===== src/rtl/leap_frame_parser.sv =====
// Leap link frame parser: finds SYNC_BYTE-aligned 5-byte frames, verifies the XOR checksum,
// publishes good frames and counts checksum/timeout errors.
module leap_frame_parser #(
  parameter logic [7:0] SYNC_BYTE      = 8'hA5,
  parameter int         TIMEOUT_CYCLES = 8680,
  parameter int         TO_W           = 14
) (
  input  logic        clk,
  input  logic        rst_n,
  input  logic [7:0]  in_byte,
  input  logic        in_valid,
  output logic [39:0] frame,
  output logic [7:0]  pos_x,
  output logic [7:0]  pos_y,
  output logic [7:0]  pos_z,
  output logic        frame_valid,
  output logic        err_checksum,
  output logic        err_timeout,
  output logic [15:0] frame_count,
  output logic [7:0]  error_count,
  output logic        hunting
);

  // Handshake: in_valid is a one-cycle strobe with no ready/backpressure; every
  // cycle with in_valid high delivers exactly one byte, which is always consumed.

  typedef enum logic [0:0] {
    HUNT    = 1'b0,
    COLLECT = 1'b1
  } state_e;

  localparam logic [TO_W-1:0] TO_LAST = TO_W'(TIMEOUT_CYCLES - 1);

  state_e          state_q;
  logic [2:0]      idx_q;
  logic [31:0]     buf_q;
  logic [7:0]      xor_q;
  logic [TO_W-1:0] to_q;
  logic [39:0]     frame_q;
  logic            frame_valid_q;
  logic            err_checksum_q;
  logic            err_timeout_q;
  logic [15:0]     frame_count_q;
  logic [7:0]      error_count_q;
  logic            hunting_q;

  always_ff @(posedge clk or negedge rst_n) begin
    if (!rst_n) begin
      state_q        <= HUNT;
      idx_q          <= 3'd0;
      buf_q          <= 32'd0;
      xor_q          <= 8'd0;
      to_q           <= '0;
      frame_q        <= 40'd0;
      frame_valid_q  <= 1'b0;
      err_checksum_q <= 1'b0;
      err_timeout_q  <= 1'b0;
      frame_count_q  <= 16'd0;
      error_count_q  <= 8'd0;
      hunting_q      <= 1'b1;
    end else begin
      frame_valid_q  <= 1'b0;
      err_checksum_q <= 1'b0;
      err_timeout_q  <= 1'b0;
      case (state_q)
        HUNT: begin
          to_q <= '0;
          if (in_valid && (in_byte == SYNC_BYTE)) begin
            buf_q[7:0] <= in_byte;
            xor_q      <= in_byte;
            idx_q      <= 3'd1;
            state_q    <= COLLECT;
            hunting_q  <= 1'b0;
          end
        end
        COLLECT: begin
          // An accepted byte takes priority over a timeout expiring in the same cycle.
          if (in_valid) begin
            to_q  <= '0;
            idx_q <= idx_q + 3'd1;
            case (idx_q)
              3'd1: begin buf_q[15:8]  <= in_byte; xor_q <= xor_q ^ in_byte; end
              3'd2: begin buf_q[23:16] <= in_byte; xor_q <= xor_q ^ in_byte; end
              3'd3: begin buf_q[31:24] <= in_byte; xor_q <= xor_q ^ in_byte; end
              default: begin
                if (in_byte == xor_q) begin
                  frame_q       <= {in_byte, buf_q};
                  frame_valid_q <= 1'b1;
                  frame_count_q <= frame_count_q + 16'd1;
                end else begin
                  err_checksum_q <= 1'b1;
                  if (error_count_q != 8'hFF) error_count_q <= error_count_q + 8'd1;
                end
                idx_q     <= 3'd0;
                state_q   <= HUNT;
                hunting_q <= 1'b1;
              end
            endcase
          end else if (to_q == TO_LAST) begin
            err_timeout_q <= 1'b1;
            if (error_count_q != 8'hFF) error_count_q <= error_count_q + 8'd1;
            to_q      <= '0;
            idx_q     <= 3'd0;
            state_q   <= HUNT;
            hunting_q <= 1'b1;
          end else begin
            to_q <= to_q + 1'b1;
          end
        end
        default: begin
          state_q   <= HUNT;
          hunting_q <= 1'b1;
        end
      endcase
    end
  end

  assign frame        = frame_q;
  assign pos_x        = frame_q[15:8];
  assign pos_y        = frame_q[23:16];
  assign pos_z        = frame_q[31:24];
  assign frame_valid  = frame_valid_q;
  assign err_checksum = err_checksum_q;
  assign err_timeout  = err_timeout_q;
  assign frame_count  = frame_count_q;
  assign error_count  = error_count_q;
  assign hunting      = hunting_q;

endmodule


===== config.mk =====
export PLATFORM = sky130hd
export DESIGN_NAME = leap_frame_parser
export DESIGN_NICKNAME = d
export VERILOG_FILES = /design/src/rtl/leap_frame_parser.sv
export SDC_FILE = /design/constraint.sdc
export NUM_CORES = 1
export LEC_CHECK = 0
export ABC_AREA = 1
export CAP_MARGIN = 0
export CORE_MARGIN = 10
export CORE_UTILIZATION = 40
export CTS_CLUSTER_DIAMETER = 60
export DETAILED_ROUTE_END_ITERATION = 6
export GPL_ROUTABILITY_DRIVEN = 0
export PLACE_DENSITY = 0.66
export SYNTH_ARGS = -nofsm -noshare
export SYNTH_HDL_FRONTEND = slang
export SYNTH_SLANG_ARGS = --single-unit

===== constraint.sdc =====
create_clock -name clk -period 2.9 [get_ports clk]
set_input_delay 0.58 -clock clk [delete_from_list [all_inputs] [get_ports clk]]
set_output_delay 0.58 -clock clk [all_outputs]
set_load 0.005 [all_outputs]

# Word level (Yosys, flattened, before mapping)
# Cells that the tools add are included.
# Widths: inputs -> output; s select.
# op_classes
add_sub_neg	4
eq_ne	14
muxes	38
bitwise_logic	3
n_reduce_logical	12
# op_table
operator	count
$mux 8	8
$mux 14	2
$pmux 14 s2	1
$mux 1	19
$add 16x1->16 const B	1
$pmux 8 s2	1
$reduce_and 3->1	5
$add 14x1->14 const B	1
$eq 14x14->1 const B	1
$mux 3	4
$ne 2x2->1 const B	5
$add 8x1->8 const B	1
$eq 8x8->1	1
$eq 8x8->1 const B	1
$ne 8x8->1 const B	1
$reduce_and 4->1	2
$xor 8x8->8	1
$eq 3x2->1 const B	2
$pmux 3 s2	1
$pmux 1 s2	2
$reduce_and 2->1	2
$add 3x1->3 const B	1
$eq 3x1->1 const B	1
$ne 3x2->1 const B	1
5 further kinds	6
# totals
reg_bits	126
in_bits	11
out_inout_bits	92
wordCells	86

# Depth between registers and ports, before layout
# logic_depth
depth_word	5
ltp_mapped	10
depth_no_buf	10

# Worst setup path before layout
# OpenSTA, ideal clock, no wires.
# synth_timing
path_kind	register -> register
start	reg idx_q[0]
end	reg frame_q[13], in the netlist frame[13]
setup_ns	0.116
arrival_ns	1.657
required_time_ns	2.784
path_slack_ns	1.127
path_stages_with_launch	9
n_path_buf	1
synth_period_minus_slack_ns	1.773
path_cell_list	dfrtp_1 > ha_1 > ha_1 > nand3b_2 > nor2_2 > nand3_4 > buf_4 > nand2_1 > nand2_1
# synth_between
elab_chain_cells	4
elab_cells_between_ends	6
classes_between	eq/ne (3); bitwise (1); reduce/logical (2)
# synth_rtl
element	line_no	text
start, declared	35	logic [2:0] idx_q;
start signal, assigned	80	idx_q <= idx_q + 3'd1;
$eq 3x2->1 or $eq 3x1->1 (tied branches)	81	case (idx_q)
$reduce_or 3->1 (no line) (*)	--	
$not 1->1 (no line) (*)	--	
$reduce_and 4->1 (no line) (*)	--	
end signal, assigned	87	frame_q <= {in_byte, buf_q};
end, declared	39	logic [39:0] frame_q;
# Mark *: on every way between the ends. The rest lies on a longest branch, timed or not.
# A chain may end at the register's enable or synchronous reset.

# Worst setup path in the final report
# layout_timing
start	reg idx_q[0]
end	reg frame_count_q[9], in the netlist frame_count[9]
# layout_between
elab_chain_cells	4
elab_cells_between_ends	6
classes_between	eq/ne (3); bitwise (1); reduce/logical (2)
# layout_rtl
element	line_no	text
$eq 3x2->1 or $eq 3x1->1 (tied branches)	81	
$reduce_or 3->1 (no line) (*)	--	
$not 1->1 (no line) (*)	--	
$reduce_and 4->1 (no line) (*)	--	
end signal, assigned	89	frame_count_q <= frame_count_q + 16'd1;
end, declared	43	logic [15:0] frame_count_q;
# Marked as above.

==> results.yml <==
status:
  status: "finished, final reports clean"
yosys:
  synth-edff-count: 0
  syn_area_per_cell_sq_um: 8.508
  synth_flop_cell: "dfrtp_1"
  synth_area_leader_cell: "dfrtp_1"
  synth.yosys.seq_area_share: 0.5266
  synth_most_common_cell: "nand2_1"
  yosys_warnings: 0
  synth_top_area_share: 0.5222
  ys_top_cells_by_area: "dfrtp_1 (52%), nand2_1 (16%), nand3_1 (4.0%), buf_4 (3.4%), o21ai_0 (3.3%)"
  syn_area_sq_um: 5989
  syn-instance-count: 704
  synth_commonest_cells: "nand2_1 (259), dfrtp_1 (125), nand3_1 (48), inv_1 (45), nor2_1 (45)"
  syn_nets: 722
  yosys.cell_types.count: 32
  ys_ff_latch: 126
  ys_async_sr_fraction: 1.000
timing:
  fmax_ghz: 0.4687
  setup_tns_ns: 0
  fin_crit_ns: 2.133
  slew_violations: 0
  finalCritPeriodShare: 0.7357
  rsz0062_at_grt: "no"
  slew_headroom: 0.5957
  tightest_slew_ns: 0.6057
  clock_skew_ns: 0.006519
  setup_viol: 0
  hold_slack_ns: 0.07345
  hold_viol: 0
finish:
  area_growth_pct: 26.40
  diodes: 0
  drive_gt1_frac: 0.09476
  final_nets: 808
detailed_routing:
  drt_first_pass_iters: 6
  via_per_inst: 4.766
  num_vias: 4699
  first_iter_violations: 318
  drc_errors: 0
  totalWireLength_mm: 14.12
  drtAntennaViolNets: 0
  routedWlPerCell_microns: 14.32
placed_design:
  dp_hpwl_mm: 10.06
  numPortBuffers: 102
grt:
  grt_max_degree: 41
  grt_pass1_vias: 4547
  grt_use_total: 0.1432
  antenna_found_initial: 0
  grt_pass1_wl_mm: 23.33
  overflow: 0
clock_network:
  cts.sink_count: 126
  htreeDepth: 4
  clk_pin_slew_worst_paths_ns: 0.06
  post_cts_buffers: 0
  cts_buffer_depth: 2
  clock_latency_ns: 0.42
  tritoncts: "yes"
  cts_resized: 0
  cts-hold-fix-buffers: 0
  cts_made_buffers: 17
  cts-root-buf: "clkbuf_16"
power_and_ir_drop:
  power_density_nw_per_um2: 602.9
  irDropWorstVdd_mv: 0.3978
  leakage_nw: 3.652
critical_path:
  path_cells: "ha_1 -> ha_1 -> nand3b_2 -> nor2_2 -> inv_2 -> nor2_8 -> nand3_1 -> nand2_1"
  arrival_ns: 2.49
  cp-start-kind: "register"
  path_delay_family: "simple AND/OR/NAND/NOR gates"
  cp_common_cell: "ha_1"
  worst-path-buf-inv: 1
  cp_max_fo: 32
  worstSetupEndpointType: "register"
  worstSetupPathType: "register to register"
  critical-path-slowest-cell: "nor2_8"
  max_stage_delay_ns: 0.43
  critPathRequiredTime_ns: 3.25
floorplanning:
  die_w_microns: 142.4
  rows: 44
  dieHeight_microns: 142.4
  ios: 103
  core_sq_um: 14590
  die_area_sq_um: 20270
  start_util: 0.4105
run:
  drv_cap: 0
worst_hold_path:
  hold_class: "input port to async pin"
state kept, by name, indices dropped and copies added (netlist names):
register,count
frame,40
buf_q,32
frame_count,16
to_q,14
error_count,8
xor_q,8
idx_q,3
err_checksum,1
err_timeout,1
frame_valid,1
hunting,1
state_q,1
cell families (layout without fill, tap and decap cells):
group / count (synthesis) / in the layout / share of synthesized area
xor gates and xnor gates: 21 / 21 / 0.03071
AOI/OAI and AO/OA: 61 / 61 / 0.05515
adders and majority gates: 7 / 7 / 0.01462
and+or+nand+nor: 394 / 394 / 0.2845
DFF: 126 / 126 / 0.5266
buffers and inverters: 95 / 193 / 0.08836
area by class of cell:
type / instances / area (sq um)
Clock buffer: 20 / 456.7
Clock inverter: 11 / 117.6
Fill cell: 1350 / 7018
Inverter: 50 / 187.7
Multi-Input combinational cell: 483 / 2306
Sequential cell: 126 / 3154
Tap cell: 184 / 230.2
Timing Repair Buffer: 112 / 1119
metal layers:
layer,GRT usage,wire (microns),vias to the layer above
li1,-,-,2378
met1,0.1768,6091,2213
met2,0.2286,6956,89
met3,0.04907,862,19
met4,0.04952,209,0
met5,0,0,-
per-stage QoR:
step | power [W] | instance area, sq um | setup slack [ns] | utilization | std cells
detailed placement | 0.002542 | 6997 | 0.3904 | 0.4796 | 955
floorplan | 0.002349 | 5989 | 1.127 | - | 704
global placement | 0.002526 | 6997 | 0.4427 | 0.4796 | 955
finish | 0.004565 | 7571 | 0.7665 | 0.5190 | 986
global route | 0.004788 | 7571 | 0.6057 | 0.5190 | 986
CTS | 0.004610 | 7571 | 0.7530 | 0.5190 | 986
power breakdown:
part           internal (W)  switching, W
Clock               0.00130      0.000761
Sequential          0.00191     0.0000973
Combinational      0.000196      0.000310
Total               0.00340       0.00117
layout by cell type, fill, tap and decap left out, drive strengths merged:
cell type,netlist,final
nand3b,1,1
xnor2,15,15
nor2,52,52
nor3,10,10
dfrtp,125,125
nand3,51,51
and3,1,1
inv,50,50
o21a,1,1
clkinv,0,4
bufinv,0,2
ha,7,7
xor2,6,6
clkdlybuf4s50,0,101
nand2,270,270
buf,41,11
clkbuf,4,20
dfstp,1,1
o21ai,52,52
a21oi,8,8
nand4,9,9
clkinvlp,0,5
path summary, 6_finish.rpt:
kind,from,to,slack (ns),cells past startpoint
setup / recovery,idx_q[0],frame_count[9],0.77,8
hold / removal,rst_n,buf_q[5],0.07,1
setup reg to reg,idx_q[0],frame_count[9],0.77,8
hold reg to reg,buf_q[7],buf_q[7],0.45,2
max in group asynchronous,rst_n,error_count[1],2.15,2
min in group clk,buf_q[7],buf_q[7],0.45,2
Power figures use the tool's default switching activity.
